`config.mk`:
```
export PLATFORM = sky130hd
export DESIGN_NAME = gravity_drop_controller
export DESIGN_NICKNAME = d
export VERILOG_FILES = /design/src/rtl/gravity_drop_controller.sv
export SDC_FILE = /design/constraint.sdc
export NUM_CORES = 1
export LEC_CHECK = 0
export ABC_AREA = 1
export CAP_MARGIN = 25
export CELL_PAD_IN_SITES_DETAIL_PLACEMENT = 1
export CELL_PAD_IN_SITES_GLOBAL_PLACEMENT = 2
export CORE_MARGIN = 2
export CORE_UTILIZATION = 27
export CTS_CLUSTER_DIAMETER = 60
export DETAILED_ROUTE_END_ITERATION = 10
export PLACE_DENSITY_LB_ADDON = 0.05
export SKIP_CTS_REPAIR_TIMING = 1
export SLEW_MARGIN = 20
export SYNTH_ARGS = -nofsm -noshare
export SYNTH_HDL_FRONTEND = slang
export SYNTH_SLANG_ARGS = --single-unit
```
`constraint.sdc`:
```
create_clock -name clk -period 2 [get_ports clk]
set_input_delay 0.4 -clock clk [delete_from_list [all_inputs] [get_ports clk]]
set_output_delay 0.4 -clock clk [all_outputs]
set_load 0.02 [all_outputs]
```
`src/rtl/gravity_drop_controller.sv`:
```
// Connect-four style token drop controller: finds the lowest empty cell of a
// column by scanning upward one row per cycle, then records owner and position.
module gravity_drop_controller #(
  parameter  int ROWS  = 4,
  parameter  int COLS  = 4,
  localparam int CELLS = ROWS * COLS,
  localparam int CW    = (COLS > 1) ? $clog2(COLS) : 1,
  localparam int RW    = (ROWS > 1) ? $clog2(ROWS) : 1,
  localparam int MW    = $clog2(CELLS + 1)
) (
  input  logic             clk,
  input  logic             reset,
  input  logic [1:0]       state,
  input  logic             drop_req,
  input  logic [CW-1:0]    column,
  output logic [CELLS-1:0] gameboard,
  output logic [CELLS-1:0] players_cells,
  output logic             next_player,
  output logic             busy,
  output logic             drop_done,
  output logic             invalid_column,
  output logic [RW-1:0]    placed_row,
  output logic [CW-1:0]    placed_col,
  output logic [MW-1:0]    move_count,
  output logic             board_full
);

  localparam int IW = (CELLS > 1) ? $clog2(CELLS) : 1;

  localparam logic [0:0] S_IDLE = 1'b0;
  localparam logic [0:0] S_SCAN = 1'b1;

  localparam logic [1:0] GS_INIT = 2'b00;
  localparam logic [1:0] GS_P1   = 2'b01;
  localparam logic [1:0] GS_P2   = 2'b10;
  localparam logic [1:0] GS_END  = 2'b11;

  logic [0:0]    fsm;
  logic [RW-1:0] scan_row;
  logic [CW-1:0] lat_col;
  logic          lat_player;

  logic          playing;
  logic          col_in_range;
  logic [IW-1:0] cell_idx;
  logic          cell_occupied;
  logic          last_row;

  // Only the two turn states let the controller run; INIT and END wipe the game.
  assign playing = (state == GS_P1) || (state == GS_P2);

  // A power-of-two width cannot encode an out-of-range column.
  generate
    if (COLS == (1 << CW)) begin : g_col_pow2
      assign col_in_range = 1'b1;
    end else begin : g_col_cmp
      assign col_in_range = ({1'b0, column} < (CW + 1)'(COLS));
    end
  endgenerate

  assign cell_idx      = IW'(scan_row) * IW'(COLS) + IW'(lat_col);
  assign cell_occupied = gameboard[cell_idx];
  assign last_row      = (scan_row == RW'(ROWS - 1));

  assign busy       = (fsm == S_SCAN);
  assign board_full = (move_count == MW'(CELLS));

  // NOTE: all state here uses non-blocking assignments so every register sees
  // pre-edge values; a blocking write would leak into later reads in this block.
  always_ff @(posedge clk) begin
    if (reset) begin
      // NOTE: the board is a plain flop vector, not a RAM, so clearing it in
      // reset is legal and required; a true memory could not be reset this way.
      fsm            <= S_IDLE;
      scan_row       <= '0;
      lat_col        <= '0;
      lat_player     <= 1'b0;
      gameboard      <= '0;
      players_cells  <= '0;
      next_player    <= 1'b0;
      drop_done      <= 1'b0;
      invalid_column <= 1'b0;
      placed_row     <= '0;
      placed_col     <= '0;
      move_count     <= '0;
    end else begin
      drop_done      <= 1'b0;
      invalid_column <= 1'b0;

      if (!playing) begin
        // Game (re)start or end: abandon any scan without writing or pulsing.
        fsm           <= S_IDLE;
        scan_row      <= '0;
        gameboard     <= '0;
        players_cells <= '0;
        next_player   <= 1'b0;
        placed_row    <= '0;
        placed_col    <= '0;
        move_count    <= '0;
      end else begin
        case (fsm)
          S_IDLE: begin
            if (drop_req) begin
              if (col_in_range) begin
                lat_col    <= column;
                lat_player <= (state == GS_P2);
                scan_row   <= '0;
                fsm        <= S_SCAN;
              end else begin
                invalid_column <= 1'b1;
              end
            end
          end

          S_SCAN: begin
            if (!cell_occupied) begin
              gameboard[cell_idx]     <= 1'b1;
              players_cells[cell_idx] <= lat_player;
              placed_row              <= scan_row;
              placed_col              <= lat_col;
              next_player             <= ~lat_player;
              drop_done               <= 1'b1;
              fsm                     <= S_IDLE;
              if (!board_full) begin
                move_count <= move_count + 1'b1;
              end
            end else if (!last_row) begin
              scan_row <= scan_row + 1'b1;
            end else begin
              invalid_column <= 1'b1;
              fsm            <= S_IDLE;
            end
          end
        endcase
      end
    end
  end

  // Design invariants: exclusive pulses, and the counter tracks the board exactly.
  assert property (@(posedge clk) disable iff (reset) !(drop_done && invalid_column));
  assert property (@(posedge clk) disable iff (reset)
                   move_count == MW'($countones(gameboard)));

endmodule
```
==> impl_metrics.py, run 1 <==
metrics = {
    "worst_setup_path": {
        "worst-setup-path-type": "reg2out",
        "required_ns": 1.60,
        "crit_buf_inv": 2,
        "crit_family": "buffers and inverters",
        "end_kind": "output port",
        "start_kind": "flop",
        "crit_path_cell_trace": "buf_4, clkdlybuf4s50_1",
        "worst_ep_arrival_time_ns": 1.39,
        "cp_slowest_stage_delay_ns": 0.60,
        "slowest_stage": "clkdlybuf4s50_1",
        "crit_path_max_fanout": 5,
    },
    "timing": {
        "layout_setup_ws_ns": 0.205,
        "max_freq_mhz": 557,
        "slew_headroom": 0.799,
        "holdWs_ns": 0.468,
        "grt_setup_unrepaired": "no",
        "tightest_slew_ns": 0.301,
        "fin_crit_ns": 1.79,
        "min_period_over_period": 0.897,
        "final.setup.tns_ns": 0,
        "finalSetupViolations": 0,
        "skew_ns": 0.0137,
        "slew_viol_final": 0,
        "hold_viol_final": 0,
    },
    "detailed_routing": {
        "drc_errors": 0,
        "drt_first_pass_iters": 4,
        "vias": 2216,
        "antenna_left": 0,
        "via_per_inst": 4.68,
        "post_drt_wl_per_cell_um": 14.5,
        "wirelength_um": 6880,
        "drt_iter0_markers": 37,
    },
    "logic_synthesis": {
        "syn_area_per_cell_um2": 7.37,
        "synthesis.nets": 326,
        "yosys.area.top_type": "dfxtp_1",
        "synth_seq_area_share": 0.435,
        "synth_top_area_frac": 0.435,
        "syn_inst": 312,
        "ys_ff_latch": 50,
        "synth_cell_types": 25,
        "yosys_warnings": 0,
        "synthTopCellsByArea": "dfxtp_1 44%, nor2_1 8.2%, a21oi_1 8.1%",
        "syn-cell-area_um2": 2300,
    },
    "clocking": {
        "numCtsBuffers": 5,
        "cts_tree": "done",
        "cts_root_buffer": "clkbuf_8",
        "clock_sink_count": 50,
        "cts-htree-levels": 2,
        "cts.path.max_buffers": 2,
        "cts.clk_slew.worst_paths_ns": 0.09,
        "clock_latency_ns": 0.31,
    },
    "floorplanning": {
        "start_util": 0.280,
        "die_w_um": 96.3,
        "num_rows": 33,
        "die_area_um2": 9270,
        "die_y_um": 96.3,
        "core_um2": 8220,
        "io_pins": 53,
    },
    "worst_hold_path": {
        "hold_path.class": "reg2reg",
    },
    "pwr": {
        "p_clk_frac": 0.320,
        "p_switching_w": 0.000479,
        "power.share.sequential": 0.563,
        "internal_power_w": 0.00132,
        "switching_share": 0.266,
        "ir_worst_vdd_mv": 0.237,
        "leakage_nw": 1.11,
        "p_comb_frac": 0.117,
        "p_per_area_nw_per_um2": 588,
    },
    "place": {
        "gp_congestion": 0.748,
        "post-dp-hpwl_um": 5130,
        "placed_cells": 467,
        "port_buffers": 52,
        "post-place-ws_ns": 0.0856,
        "dpl_cell_area_um2": 2980,
    },
    "cells_and_area": {
        "area_growth_pct": 33.4,
        "final_common_cell": "clkdlybuf4s50_1",
        "stdcell_area_um2": 3070,
        "final_nets": 383,
        "drive_gt1_frac": 0.0840,
        "n_antenna_cell": 0,
        "layout_common_cells": "51 x clkdlybuf4s50_1, 50 x nor2_1, 50 x dfxtp_1, 46 x nand2_1, 39 x inv_1",
        "fin_cells": 474,
    },
    "grt": {
        "antenna_found_initial": 0,
        "grtUsageTotal": 0.160,
        "grt_pass1_vias": 2202,
        "grt_overflow": 0,
        "grt_max_degree": 25,
        "grt_pass1_wl_um": 11300,
    },
    "run_status": {
        "status": "complete, no violations",
    },
    "run": {
        "maxCapViolations": 0,
    },
}
-- sequential cells by signal, indices dropped and copies added, names as in the netlist --
| signal | count |
|---|---|
| gameboard | 16 |
| players_cells | 16 |
| move_count | 5 |
| lat_col | 2 |
| placed_col | 2 |
| placed_row | 2 |
| scan_row | 2 |
| busy | 1 |
| drop_done | 1 |
| invalid_column | 1 |
| lat_player | 1 |
| next_player | 1 |
-- worst min-delay path, stage by stage, from the launching register on --
cell and delay (ns):
dfxtp_1 0.33, inv_1 0.05, a21oi_1 0.05
-- final timing paths --
path	startpoint	to	slack, ns	cells after the start
worst min register to register	gameboard[7]$_SDFFE_PP0P_	gameboard[7]$_SDFFE_PP0P_	0.47	2
worst min-delay path	gameboard[7]$_SDFFE_PP0P_	gameboard[7]$_SDFFE_PP0P_	0.47	2
worst max-delay path	move_count[2]$_SDFFE_PP0P_	move_count[2]	0.21	2
worst max register to register	lat_col[0]$_SDFFE_PP0P_	players_cells[0]$_SDFFE_PP0P_	0.21	11
-- power groups by stage --
stage	combinational (W)	clock, W	sequential, W
2_1_floorplan	0.000117	0	0.00105
3_3_place_gp	0.000216	0	0.00104
3_5_place_dp	0.000216	0	0.00104
4_1_cts	0.000216	0.000609	0.00101
5_1_grt	0.000237	0.000634	0.00102
6_report	0.000212	0.000576	0.00101
-- stage by stage --
stage / total power (W) / utilization
2_1_floorplan: 0.00116 / -
3_3_place_gp: 0.00125 / 0.363
3_5_place_dp: 0.00125 / 0.363
4_1_cts: 0.00184 / 0.373
5_1_grt: 0.00189 / 0.373
6_report: 0.00180 / 0.373
-- cells by family after synthesis --
logic type / after synthesis / synth area share
AOI/OAI and AO/OA: 62 / 0.138
buffers and inverters: 55 / 0.105
and+or+nand+nor: 135 / 0.272
xor gates and xnor gates: 3 / 0.0114
DFF: 50 / 0.435
adders and majority gates: 7 / 0.0381
-- per-layer routing --
| metal | track usage | vias up | routed length (µm) |
|---|---|---|---|
| li1 | - | 1121 | - |
| met1 | 0.229 | 1044 | 3550 |
| met2 | 0.247 | 42 | 2980 |
| met3 | 0.0251 | 9 | 253 |
| met4 | 0.0429 | 0 | 87 |
| met5 | 0 | - | 0 |
-- cell type report --
class / count / area [µm²]
clock buffers: 6 / 72.6
clock inverters: 1 / 7.51
fillers: 1030 / 5150
inverters: 40 / 150
multi-input cells: 207 / 1060
flip-flops and latches: 50 / 1000
well taps: 105 / 131
repair buffers: 65 / 646
-- Yosys cell counts (all sizes together) --
cell type / count
nor3: 1
a211oi: 3
nand3: 18
nand4: 13
clkbuf: 7
ha: 7
xor2: 1
inv: 40
or2: 1
xnor2: 2
dfxtp: 50
nor2: 51
a21oi: 37
nand2: 51
o21ai: 22
buf: 8
(Power assumes the default switching activity.)
==> inputs of run 2 (changes only) <==
- CAP_MARGIN: 25 -> 20
==> results of run 2 <==
No change in the layout: final DEF, timing and power equal those of run 1.
